$ cat config.mk
export PLATFORM = sky130hd
export DESIGN_NAME = redmule_tcdm_arbiter_flat
export DESIGN_NICKNAME = d
export VERILOG_FILES = /design/src/rtl/redmule_tcdm_arbiter_if.sv /design/src/rtl/redmule_tcdm_arbiter.sv /design/src/flat_wrapper.sv
export SDC_FILE = /design/constraint.sdc
export NUM_CORES = 1
export LEC_CHECK = 0
export BUFFER_PORTS_ARGS = -buffer_cell sky130_fd_sc_hd__buf_2
export CORE_AREA = 2 2 631 633
export DETAILED_ROUTE_END_ITERATION = 16
export DIE_AREA = 0 0 633 635
export GPL_ROUTABILITY_DRIVEN = 1
export GPL_TIMING_DRIVEN = 0
export PLACE_DENSITY_LB_ADDON = 0.3
export SYNTH_ARGS = -nofsm -noshare
export SYNTH_HDL_FRONTEND = slang
export SYNTH_SLANG_ARGS = --single-unit
$ cat constraint.sdc
create_clock -name clk_i -period 7.26 [get_ports clk_i]
set_input_delay 1.089 -clock clk_i [delete_from_list [all_inputs] [get_ports clk_i]]
set_output_delay 1.089 -clock clk_i [all_outputs]
set_load 0.01 [all_outputs]
$ cat src/rtl/redmule_tcdm_arbiter_if.sv
// Bus bundle between the arbiter, its two requesters (wide RedMulE port, narrow core port) and the MP TCDM banks.
// Signal suffixes are seen from the arbiter: the slave modport is the arbiter itself.
interface redmule_tcdm_arbiter_if #(
    parameter int unsigned MP = 8
);
    logic                 wide_req_i;
    logic                 wide_gnt_o;
    logic [31:0]          wide_add_i;
    logic                 wide_wen_i;
    logic [MP*4-1:0]      wide_be_i;
    logic [MP*32-1:0]     wide_data_i;
    logic                 wide_r_valid_o;
    logic [MP*32-1:0]     wide_r_data_o;

    logic                 core_req_i;
    logic                 core_gnt_o;
    logic [31:0]          core_add_i;
    logic                 core_wen_i;
    logic [3:0]           core_be_i;
    logic [31:0]          core_data_i;
    logic                 core_r_valid_o;
    logic [31:0]          core_r_data_o;

    logic [MP-1:0]        mem_req_o;
    logic [MP-1:0]        mem_gnt_i;
    logic [MP*32-1:0]     mem_add_o;
    logic [MP-1:0]        mem_wen_o;
    logic [MP*4-1:0]      mem_be_o;
    logic [MP*32-1:0]     mem_data_o;
    logic [MP-1:0]        mem_r_valid_i;
    logic [MP*32-1:0]     mem_r_data_i;

    modport slave (
        input  wide_req_i, wide_add_i, wide_wen_i, wide_be_i, wide_data_i,
        output wide_gnt_o, wide_r_valid_o, wide_r_data_o,
        input  core_req_i, core_add_i, core_wen_i, core_be_i, core_data_i,
        output core_gnt_o, core_r_valid_o, core_r_data_o,
        output mem_req_o, mem_add_o, mem_wen_o, mem_be_o, mem_data_o,
        input  mem_gnt_i, mem_r_valid_i, mem_r_data_i
    );

    modport master (
        output wide_req_i, wide_add_i, wide_wen_i, wide_be_i, wide_data_i,
        input  wide_gnt_o, wide_r_valid_o, wide_r_data_o,
        output core_req_i, core_add_i, core_wen_i, core_be_i, core_data_i,
        input  core_gnt_o, core_r_valid_o, core_r_data_o,
        input  mem_req_o, mem_add_o, mem_wen_o, mem_be_o, mem_data_o,
        output mem_gnt_i, mem_r_valid_i, mem_r_data_i
    );
endinterface

$ cat src/rtl/redmule_tcdm_arbiter.sv
// Per-cycle arbiter sharing MP TCDM banks between the all-or-nothing wide port and the single-word core port,
// with anti-starvation for the low-priority side, 1-cycle response routing and saturating perf counters.
module redmule_tcdm_arbiter #(
    parameter int unsigned MP        = 8,
    parameter bit          PRIO_WIDE = 1'b1,
    parameter int unsigned MAX_STALL = 4,
    parameter int unsigned CNT_W     = 32
) (
    input  logic                 clk_i,
    input  logic                 rst_ni,
    input  logic                 clear_i,
    redmule_tcdm_arbiter_if.slave bus,
    output logic [CNT_W-1:0]     cnt_wide_o,
    output logic [CNT_W-1:0]     cnt_core_o,
    output logic [CNT_W-1:0]     cnt_conflict_o
);
    localparam int unsigned BW  = $clog2(MP);
    localparam int unsigned LSB = BW + 2;
    localparam int unsigned SW  = $clog2(MAX_STALL + 1);

    typedef enum logic [1:0] {OWN_NONE, OWN_WIDE, OWN_CORE} owner_e;

    owner_e           owner_q;
    logic [BW-1:0]    bank_q;
    logic [BW-1:0]    core_bank;
    logic [SW-1:0]    stall_q, stall_d;
    logic [CNT_W-1:0] cnt_wide_q, cnt_core_q, cnt_conflict_q;
    logic             wide_elig, core_elig, conflict, force_low;
    logic             wide_win, core_win, low_req, low_win;

    assign core_bank = bus.core_add_i[LSB-1:2];

    // rst_ni gates eligibility so grants and bank requests stay low for the whole reset.
    assign wide_elig = rst_ni & bus.wide_req_i & (&bus.mem_gnt_i);
    assign core_elig = rst_ni & bus.core_req_i & bus.mem_gnt_i[core_bank];
    assign conflict  = wide_elig & core_elig;
    assign force_low = conflict & (stall_q == SW'(MAX_STALL));
    assign wide_win  = wide_elig & (~core_elig | (PRIO_WIDE ? ~force_low : force_low));
    assign core_win  = core_elig & ~wide_win;

    assign low_req = PRIO_WIDE ? bus.core_req_i : bus.wide_req_i;
    assign low_win = PRIO_WIDE ? core_win : wide_win;

    always_comb begin
        stall_d = stall_q;
        if (clear_i || !low_req || low_win) begin
            stall_d = '0;
        end else if (conflict) begin
            stall_d = stall_q + 1'b1;
        end
    end

    always_comb begin
        bus.wide_gnt_o = wide_win;
        bus.core_gnt_o = core_win;
        bus.mem_req_o  = '0;
        bus.mem_add_o  = '0;
        bus.mem_wen_o  = '1;
        bus.mem_be_o   = '0;
        bus.mem_data_o = '0;
        if (wide_win) begin
            bus.mem_req_o  = '1;
            bus.mem_wen_o  = {MP{bus.wide_wen_i}};
            bus.mem_be_o   = bus.wide_be_i;
            bus.mem_data_o = bus.wide_data_i;
            for (int unsigned ii = 0; ii < MP; ii++) begin
                bus.mem_add_o[ii*32 +: 32] = (bus.wide_add_i & ~32'(MP*4 - 1)) + 32'(ii*4);
            end
        end else if (core_win) begin
            bus.mem_req_o[core_bank]            = 1'b1;
            bus.mem_wen_o[core_bank]            = bus.core_wen_i;
            bus.mem_add_o[core_bank*32 +: 32]   = bus.core_add_i;
            bus.mem_be_o[core_bank*4 +: 4]      = bus.core_be_i;
            bus.mem_data_o[core_bank*32 +: 32]  = bus.core_data_i;
        end
    end

    always_comb begin
        bus.wide_r_valid_o = (owner_q == OWN_WIDE) & (&bus.mem_r_valid_i);
        bus.wide_r_data_o  = (owner_q == OWN_WIDE) ? bus.mem_r_data_i : '0;
        bus.core_r_valid_o = (owner_q == OWN_CORE) & bus.mem_r_valid_i[bank_q];
        bus.core_r_data_o  = (owner_q == OWN_CORE) ? bus.mem_r_data_i[bank_q*32 +: 32] : '0;
    end

    always_ff @(posedge clk_i or negedge rst_ni) begin
        if (!rst_ni) begin
            owner_q        <= OWN_NONE;
            bank_q         <= '0;
            stall_q        <= '0;
            cnt_wide_q     <= '0;
            cnt_core_q     <= '0;
            cnt_conflict_q <= '0;
        end else begin
            owner_q <= wide_win ? OWN_WIDE : (core_win ? OWN_CORE : OWN_NONE);
            if (core_win) begin
                bank_q <= core_bank;
            end
            stall_q <= stall_d;
            if (clear_i) begin
                cnt_wide_q     <= '0;
                cnt_core_q     <= '0;
                cnt_conflict_q <= '0;
            end else begin
                if (wide_win && cnt_wide_q != '1)     cnt_wide_q     <= cnt_wide_q + 1'b1;
                if (core_win && cnt_core_q != '1)     cnt_core_q     <= cnt_core_q + 1'b1;
                if (conflict && cnt_conflict_q != '1) cnt_conflict_q <= cnt_conflict_q + 1'b1;
            end
        end
    end

    assign cnt_wide_o     = cnt_wide_q;
    assign cnt_core_o     = cnt_core_q;
    assign cnt_conflict_o = cnt_conflict_q;
endmodule

$ cat src/flat_wrapper.sv
// flat-port wrapper written by rule: the top's interface ports become plain ports
module redmule_tcdm_arbiter_flat 
#(
    parameter int unsigned MP        = 8,
    parameter bit          PRIO_WIDE = 1'b1,
    parameter int unsigned MAX_STALL = 4,
    parameter int unsigned CNT_W     = 32
)
  (clk_i, rst_ni, clear_i, cnt_wide_o, cnt_core_o, cnt_conflict_o, bus_wide_req_i, bus_wide_add_i, bus_wide_wen_i, bus_wide_be_i, bus_wide_data_i, bus_wide_gnt_o, bus_wide_r_valid_o, bus_wide_r_data_o, bus_core_req_i, bus_core_add_i, bus_core_wen_i, bus_core_be_i, bus_core_data_i, bus_core_gnt_o, bus_core_r_valid_o, bus_core_r_data_o, bus_mem_req_o, bus_mem_add_o, bus_mem_wen_o, bus_mem_be_o, bus_mem_data_o, bus_mem_gnt_i, bus_mem_r_valid_i, bus_mem_r_data_i);
  redmule_tcdm_arbiter_if #(.MP(MP)) bus_i ();
  input  logic clk_i;
  input  logic rst_ni;
  input  logic clear_i;
  output logic [CNT_W-1:0] cnt_wide_o;
  output logic [CNT_W-1:0] cnt_core_o;
  output logic [CNT_W-1:0] cnt_conflict_o;
  input wire logic [$bits(bus_i.wide_req_i)-1:0] bus_wide_req_i;
  input wire logic [$bits(bus_i.wide_add_i)-1:0] bus_wide_add_i;
  input wire logic [$bits(bus_i.wide_wen_i)-1:0] bus_wide_wen_i;
  input wire logic [$bits(bus_i.wide_be_i)-1:0] bus_wide_be_i;
  input wire logic [$bits(bus_i.wide_data_i)-1:0] bus_wide_data_i;
  output wire logic [$bits(bus_i.wide_gnt_o)-1:0] bus_wide_gnt_o;
  output wire logic [$bits(bus_i.wide_r_valid_o)-1:0] bus_wide_r_valid_o;
  output wire logic [$bits(bus_i.wide_r_data_o)-1:0] bus_wide_r_data_o;
  input wire logic [$bits(bus_i.core_req_i)-1:0] bus_core_req_i;
  input wire logic [$bits(bus_i.core_add_i)-1:0] bus_core_add_i;
  input wire logic [$bits(bus_i.core_wen_i)-1:0] bus_core_wen_i;
  input wire logic [$bits(bus_i.core_be_i)-1:0] bus_core_be_i;
  input wire logic [$bits(bus_i.core_data_i)-1:0] bus_core_data_i;
  output wire logic [$bits(bus_i.core_gnt_o)-1:0] bus_core_gnt_o;
  output wire logic [$bits(bus_i.core_r_valid_o)-1:0] bus_core_r_valid_o;
  output wire logic [$bits(bus_i.core_r_data_o)-1:0] bus_core_r_data_o;
  output wire logic [$bits(bus_i.mem_req_o)-1:0] bus_mem_req_o;
  output wire logic [$bits(bus_i.mem_add_o)-1:0] bus_mem_add_o;
  output wire logic [$bits(bus_i.mem_wen_o)-1:0] bus_mem_wen_o;
  output wire logic [$bits(bus_i.mem_be_o)-1:0] bus_mem_be_o;
  output wire logic [$bits(bus_i.mem_data_o)-1:0] bus_mem_data_o;
  input wire logic [$bits(bus_i.mem_gnt_i)-1:0] bus_mem_gnt_i;
  input wire logic [$bits(bus_i.mem_r_valid_i)-1:0] bus_mem_r_valid_i;
  input wire logic [$bits(bus_i.mem_r_data_i)-1:0] bus_mem_r_data_i;
  assign bus_i.wide_req_i = bus_wide_req_i;
  assign bus_i.wide_add_i = bus_wide_add_i;
  assign bus_i.wide_wen_i = bus_wide_wen_i;
  assign bus_i.wide_be_i = bus_wide_be_i;
  assign bus_i.wide_data_i = bus_wide_data_i;
  assign bus_wide_gnt_o = bus_i.wide_gnt_o;
  assign bus_wide_r_valid_o = bus_i.wide_r_valid_o;
  assign bus_wide_r_data_o = bus_i.wide_r_data_o;
  assign bus_i.core_req_i = bus_core_req_i;
  assign bus_i.core_add_i = bus_core_add_i;
  assign bus_i.core_wen_i = bus_core_wen_i;
  assign bus_i.core_be_i = bus_core_be_i;
  assign bus_i.core_data_i = bus_core_data_i;
  assign bus_core_gnt_o = bus_i.core_gnt_o;
  assign bus_core_r_valid_o = bus_i.core_r_valid_o;
  assign bus_core_r_data_o = bus_i.core_r_data_o;
  assign bus_mem_req_o = bus_i.mem_req_o;
  assign bus_mem_add_o = bus_i.mem_add_o;
  assign bus_mem_wen_o = bus_i.mem_wen_o;
  assign bus_mem_be_o = bus_i.mem_be_o;
  assign bus_mem_data_o = bus_i.mem_data_o;
  assign bus_i.mem_gnt_i = bus_mem_gnt_i;
  assign bus_i.mem_r_valid_i = bus_mem_r_valid_i;
  assign bus_i.mem_r_data_i = bus_mem_r_data_i;
  redmule_tcdm_arbiter #(.MP(MP), .PRIO_WIDE(PRIO_WIDE), .MAX_STALL(MAX_STALL), .CNT_W(CNT_W)) u_core (.clk_i(clk_i), .rst_ni(rst_ni), .clear_i(clear_i), .bus(bus_i), .cnt_wide_o(cnt_wide_o), .cnt_core_o(cnt_core_o), .cnt_conflict_o(cnt_conflict_o));
endmodule
* Word-level counts from Yosys, hierarchy flattened
Cells that the tools add are included.
Operators by class: $add $sub $neg 13, $lt $le $gt $ge 3, eq/ne operators 6, shift-type cells 6, muxes and demuxes 28, bitwise logic cells 19, reductions and logical operators 13
Operator list (count):
- 256-bit two-way mux | 5
- 256-bit AND | 2
- 32-bit by 34-bit indexed part select with 256-bit output | 2
- 32-bit two-way mux | 9
- 32-bit by 34-bit variable shift with 256-bit output, first input constant | 1
- 256-bit by 9-bit indexed part select with 32-bit output | 1
- 32-bit by 5-bit adder with 32-bit output, second input constant | 4
- 32-bit by 1-bit adder with 32-bit output, second input constant | 3
- 32-bit != test, second input constant | 3
- 32-bit by 4-bit adder with 32-bit output, second input constant | 2
- 5-bit negator with 34-bit output | 1
- 8-bit negator with 34-bit output | 1
- 4-bit by 34-bit variable shift with 32-bit output, first input constant | 1
- 4-bit by 34-bit indexed part select with 32-bit output | 1
- 32-bit by 3-bit adder with 32-bit output, second input constant | 1
- 32-bit AND | 1
- 8-bit two-way mux | 4
- 8-bit AND reduction | 2
- 1-bit AND | 10
- 3-bit by 4-bit < comparator with 1-bit output, second input constant | 2
- 8-bit inverter | 1
- 8-bit OR | 1
- 2-bit nonzero test | 4
- 1-bit binary-select mux with 3-bit select | 2
- other kinds (14) | 24
Word-level totals: register bits 104, input bits 667, output and inout port bits 948, word-level logic and storage cells 94

* Logic depth before layout (Yosys ltp)
word-level depth 13, depth in mapped cells 11, mapped depth without buffers 8

* Worst setup path before layout
OpenSTA, ideal clock, no wires.
path kind input to output, from input bus_core_add_i[3], to output bus_mem_add_o[106], arrival 2.936 ns, data required time 6.171 ns, slack 3.235 ns, cell stages on the path 10, buffers on the path 4, cell sequence buf_6 > or4b_1 > o221ai_1 > o21ba_2 > o21ai_1 > inv_2 > buf_6 > buf_2 > buf_2 > a22o_1
Between the ends: cells in the longest elaborated chain, start to end 12, elaborated cells on any way between the ends 17, classes of those cells add/sub: 1; shift: 2; mux: 4; bitwise: 10
Ends and longest elaborated chain:
- start: declaration | RTL line flat_wrapper.sv:26 | input wire logic [$bits(bus_i.core_add_i)-1:0] bus_core_add_i;
- branches (longest 11 deep; another with 8-bit negator with 34-bit output)
- 256-bit two-way mux (*) | RTL line redmule_tcdm_arbiter.sv:61 | if (wide_win) begin
- end: declaration | RTL line flat_wrapper.sv:34 | output wire logic [$bits(bus_i.mem_add_o)-1:0] bus_mem_add_o;
Every way passes the cells marked *. The select of a mux whose other input is x is not followed.

* Worst setup path after layout
from input bus_core_add_i[2], to output bus_mem_add_o[68]
The elaborated chain is that of the path after synthesis.

==> metrics.md <==
| Metric | Value |
|---|---|
| Grt ovf | `0` |
| Sequential-to-total area share from yosys stat | `16.8%` |
| Period Utilization, post-route | `93.1%` |
| Hold Slack | `around 580 ps` |
| Peak Freq | `148 MHz` |
| WS Path Type | `input port to output port` |
| Htree depth | `3` |
| Synth async-reset ratio | `100%` |
| Io pins | `between 1500 and 2000` |
| CTS sink cnt | `104` |
| Num CTS Buffers | `9` |
| Main combinational cell family by area after synthesis | `compound AO/OA/AOI/OAI gates` |
| Post-layout min period | `6760 ps` |
| Sequential share of power | `25.5%` |
| Die area | `0.402 mm^2` |
| Via density | `2.93` |
| Number of global-route vias before repair | `24000` |
| Crit path to | `bus_mem_add_o[68]` |
| Die Width | `633 um` |
| Hold path cells | `2` |
| Routed wire length per instance | `39.5 um` |
| CTS tree | `yes` |
| Initial antenna violation count | `about 250` |
| Filler cells | `46900` |
| Post-synthesis adder-cell area fraction | `less than 1%` |
| CP max stage delay | `1010 ps` |
| # rows | `231` |
| Worst VDD drop | `0.103 mV` |
| Max_cap viols | `0` |
| Largest net degree at the start of global routing | `63` |
| Worst-Margin Slew | `1350 ps` |
| Sw Ratio | `46.6%` |
| Levels on crit path | `10` |
| Synthesized area per cell | `between 8 and 9 um^2` |
| P_int | `approximately 1.2 mW` |
| First-pass GRT wire length | `~400000 um` |
| Final Slew Violations | `0` |
| Area leader, netlist | `a22o_1` |
| Seq cells post-synth | `104` |
| Clock skew | `30.1 ps` |
| Die height | `635 um` |
| Final core occ | `7.73%` |
| Root Buffer | `clkbuf_16` |
| RSZ-0062 raised after global routing | `no` |
| Layout cells sized above 1 | `51.0%` |
| P_sw | `1.08 mW` |
| Ys Warns | `0` |
| Min-delay worst type | `register to register` |
| Gr usage total | `16.7%` |
| Clock Power Share | `between 20% and 30%` |
| Worst-skew pair later-pin latency | `approximately 420 ps` |
| Clock Pin Slew Worst Setup and Hold Paths | `~90 ps` |
| Number of synthesized flops with an enable pin | `0` |
| Number of DRC markers in iteration 0 | `3041` |
| Core ar. | `roughly 0.4 mm^2` |
| Finished Layout Cells | `8864` |
| Worst Reg2Reg Path Length in Cells | `9` |
| Starting density of the core | `3.91%` |
| Mux cell area share after synthesis | `12.8%` |
| Leak Pwr | `about 15 nW` |
| Hold buffers post-CTS | `0` |
| Compound-Gate Fraction of Synth Area | `between 30% and 40%` |
| Crit path from | `bus_core_add_i[2]` |
| Critical Path Most Common Cell | `buf_2` |
| Place WS | `-285 ps` |
| # placed instances | `8697` |
| Via count | `approximately 26000` |
| Outcome | `completed` |
| Synth cell types | `60` |
| Clock buffer depth | `2` |
| Primary FF master, synth | `dfrtp_1` |
| R2R Path End | `u_core.cnt_core_o[2]` |
| CP max FO | `10` |
| Synth cell count leaders | `a22o_1, and2_1, a21o_1, nor2_1, dfrtp_1` |
| Synth Area in XOR/XNOR | `1.70%` |
| Post-Syn Area | `0.0154 mm^2` |
| Post-route setup slack | `502 ps` |
| Synth top area cells | `a22o_1, dfrtp_1, and2_1` |
| Port Buffers | `around 1500` |
| Power Dens Cells | `76.2 mW/mm^2` |
| Remaining DRCs | `0` |
| Syn Inst Count | `1915` |
| Critical path required time | `6170 ps` |
| Placer Congestion | `approximately 1.0` |
| Final wirelength | `350000 um` |
| CP arrival | `5670 ps` |
| Simple-Gate Fraction of Synth Area | `between 20% and 30%` |
| Layout Nets | `4147` |
| Area Growth Syn to Fin | `97.4%` |
| Max-slew headroom | `8.85%` |
| HPWL Detailed | `325000 um` |
| RR Startpoint | `u_core.stall_q[0]` |
| 1st-pass router iterations | `7` |
| Flop-to-flop setup slack | `roughly 3800 ps` |
| Area share of the largest cell type after synthesis | `about a fifth` |
| Buf/Inv on CP | `4` |
| Cell Chain, Critical Path | `buf_2, buf_6, mux2i_1, mux2_2, o21bai_4, nand2_1, clkinv_2, nand3_1, nor2_1, buf_2` |
| Final setup fails | `0` |
| Count leader, synth | `a22o_1` |
| Final Hold Fails | `0` |
| Top Family by Delay on Critical Path | `simple AND/OR/NAND/NOR gates` |
| Crit. End Element | `output port` |
| Critical Path Source Type | `input port` |
| Slowest CP cell | `o21bai_4` |
| Combinational share of power | `49.2%` |
| Setup TNS | `0 ps` |
| Antenna viol nets, final | `0` |
[cell families (layout without fill, tap and decap cells)]
family                   count (synthesis)  in the layout
AO/OA/AOI/OAI                          651            651
flip-flops                             104            104
adder cells (fa/ha/maj)                 12             12
multiplexers                           114            114
AND/OR/NAND/NOR                        709            709
buffers and inverters                  294           1847
XOR/XNOR                                30             30
other                                    1            155
[worst register-to-register path, cell delays in order (launching register included)]
cell      delay [ps]
dfrtp_1          390
inv_1             50
ha_1             200
nand2_1          120
a21oi_4          150
buf_12           230
nand2_1          700
clkinv_2         850
nand3_1          350
mux2_2           360
[state kept, by name, indices dropped and copies added, names as in the netlist]
| signal | count |
|---|---|
| u_core.owner_q | 2 |
| u_core.cnt_core_o | 32 |
| u_core.bank_q | 3 |
| u_core.cnt_conflict_o | 32 |
| u_core.cnt_wide_o | 32 |
| u_core.stall_q | 3 |
[cell usage in the layout (no fill, tap or decap), types with 46 or more instances in the layout]
cell type  count
buf_2       1630
a22o_1       344
and2_1       277
a21o_1       162
diode_2      149
nor2_1       108
dfrtp_1      104
clkbuf_1      80
buf_1         74
mux4_2        66
nand2_1       65
a21oi_1       58
nand3_1       52
o21ai_0       46
[power groups by stage]
| stage | Combinational [mW] | Clock, mW | Sequential (mW) |
|---|---|---|---|
| final | 1.14 | 0.588 | 0.593 |
| after global routing | 1.17 | 0.631 | 0.593 |
| after CTS | 1.13 | 0.615 | 0.592 |
| after detailed placement | 1.13 | 0 | 0.604 |
| after global placement | 1.13 | 0 | 0.604 |
| after floorplan | 0.460 | 0 | 0.598 |
[cell type report]
| class | instances | area [um^2] | share of cell area (%) |
|---|---|---|---|
| multi-input cells | 1522 | 11600 | 37.9 |
| repair buffers | 1537 | 7750 | 25.4 |
| inverters | 19 | 72.6 | 0.238 |
| clock buffers | 9 | 225 | 0.738 |
| clock inverters | 7 | 103 | 0.336 |
| flip-flops and latches | 104 | 2600 | 8.53 |
| well taps | 5242 | 6560 | 21.5 |
| diodes | 149 | 373 | 1.22 |
| plain buffers | 275 | 1260 | 4.12 |
[worst min-delay path by stage]
stage                                    from                        end  slack (ps)
finish                  u_core.cnt_wide_o[27]      u_core.cnt_wide_o[27]         580
global route        u_core.cnt_conflict_o[31]  u_core.cnt_conflict_o[31]         600
CTS                     u_core.cnt_wide_o[27]      u_core.cnt_wide_o[27]         580
detailed placement      u_core.cnt_wide_o[27]      u_core.cnt_wide_o[27]         570
global placement        u_core.cnt_wide_o[11]      u_core.cnt_wide_o[11]         570
floorplan                   u_core.stall_q[0]          u_core.stall_q[0]         560
[layer usage]
| layer | GRT usage (%) | vias up | share of wire [%] |
|---|---|---|---|
| li1 | - | 10400 | - |
| met1 | 19.0 | 13100 | 38 |
| met2 | 25.4 | 1909 | 43 |
| met3 | 10.9 | 388 | 15 |
| met4 | 4.48 | 126 | 3.2 |
| met5 | 0 | - | 0.31 |
[what timing repair did]
action                                  CTS  global route
buffers inserted                          2             0
endpoints found under the setup margin   33             0
resized for setup                         2             0
[per-stage QoR]
step / instance area, um^2 / power [mW]
CTS: 30100 / 2.34
global route: 30300 / 2.40
detailed placement: 29800 / 1.73
floorplan: 15500 / 1.06
finish: 30500 / 2.32
global placement: 29700 / 1.73
(Power assumes the default switching activity.)
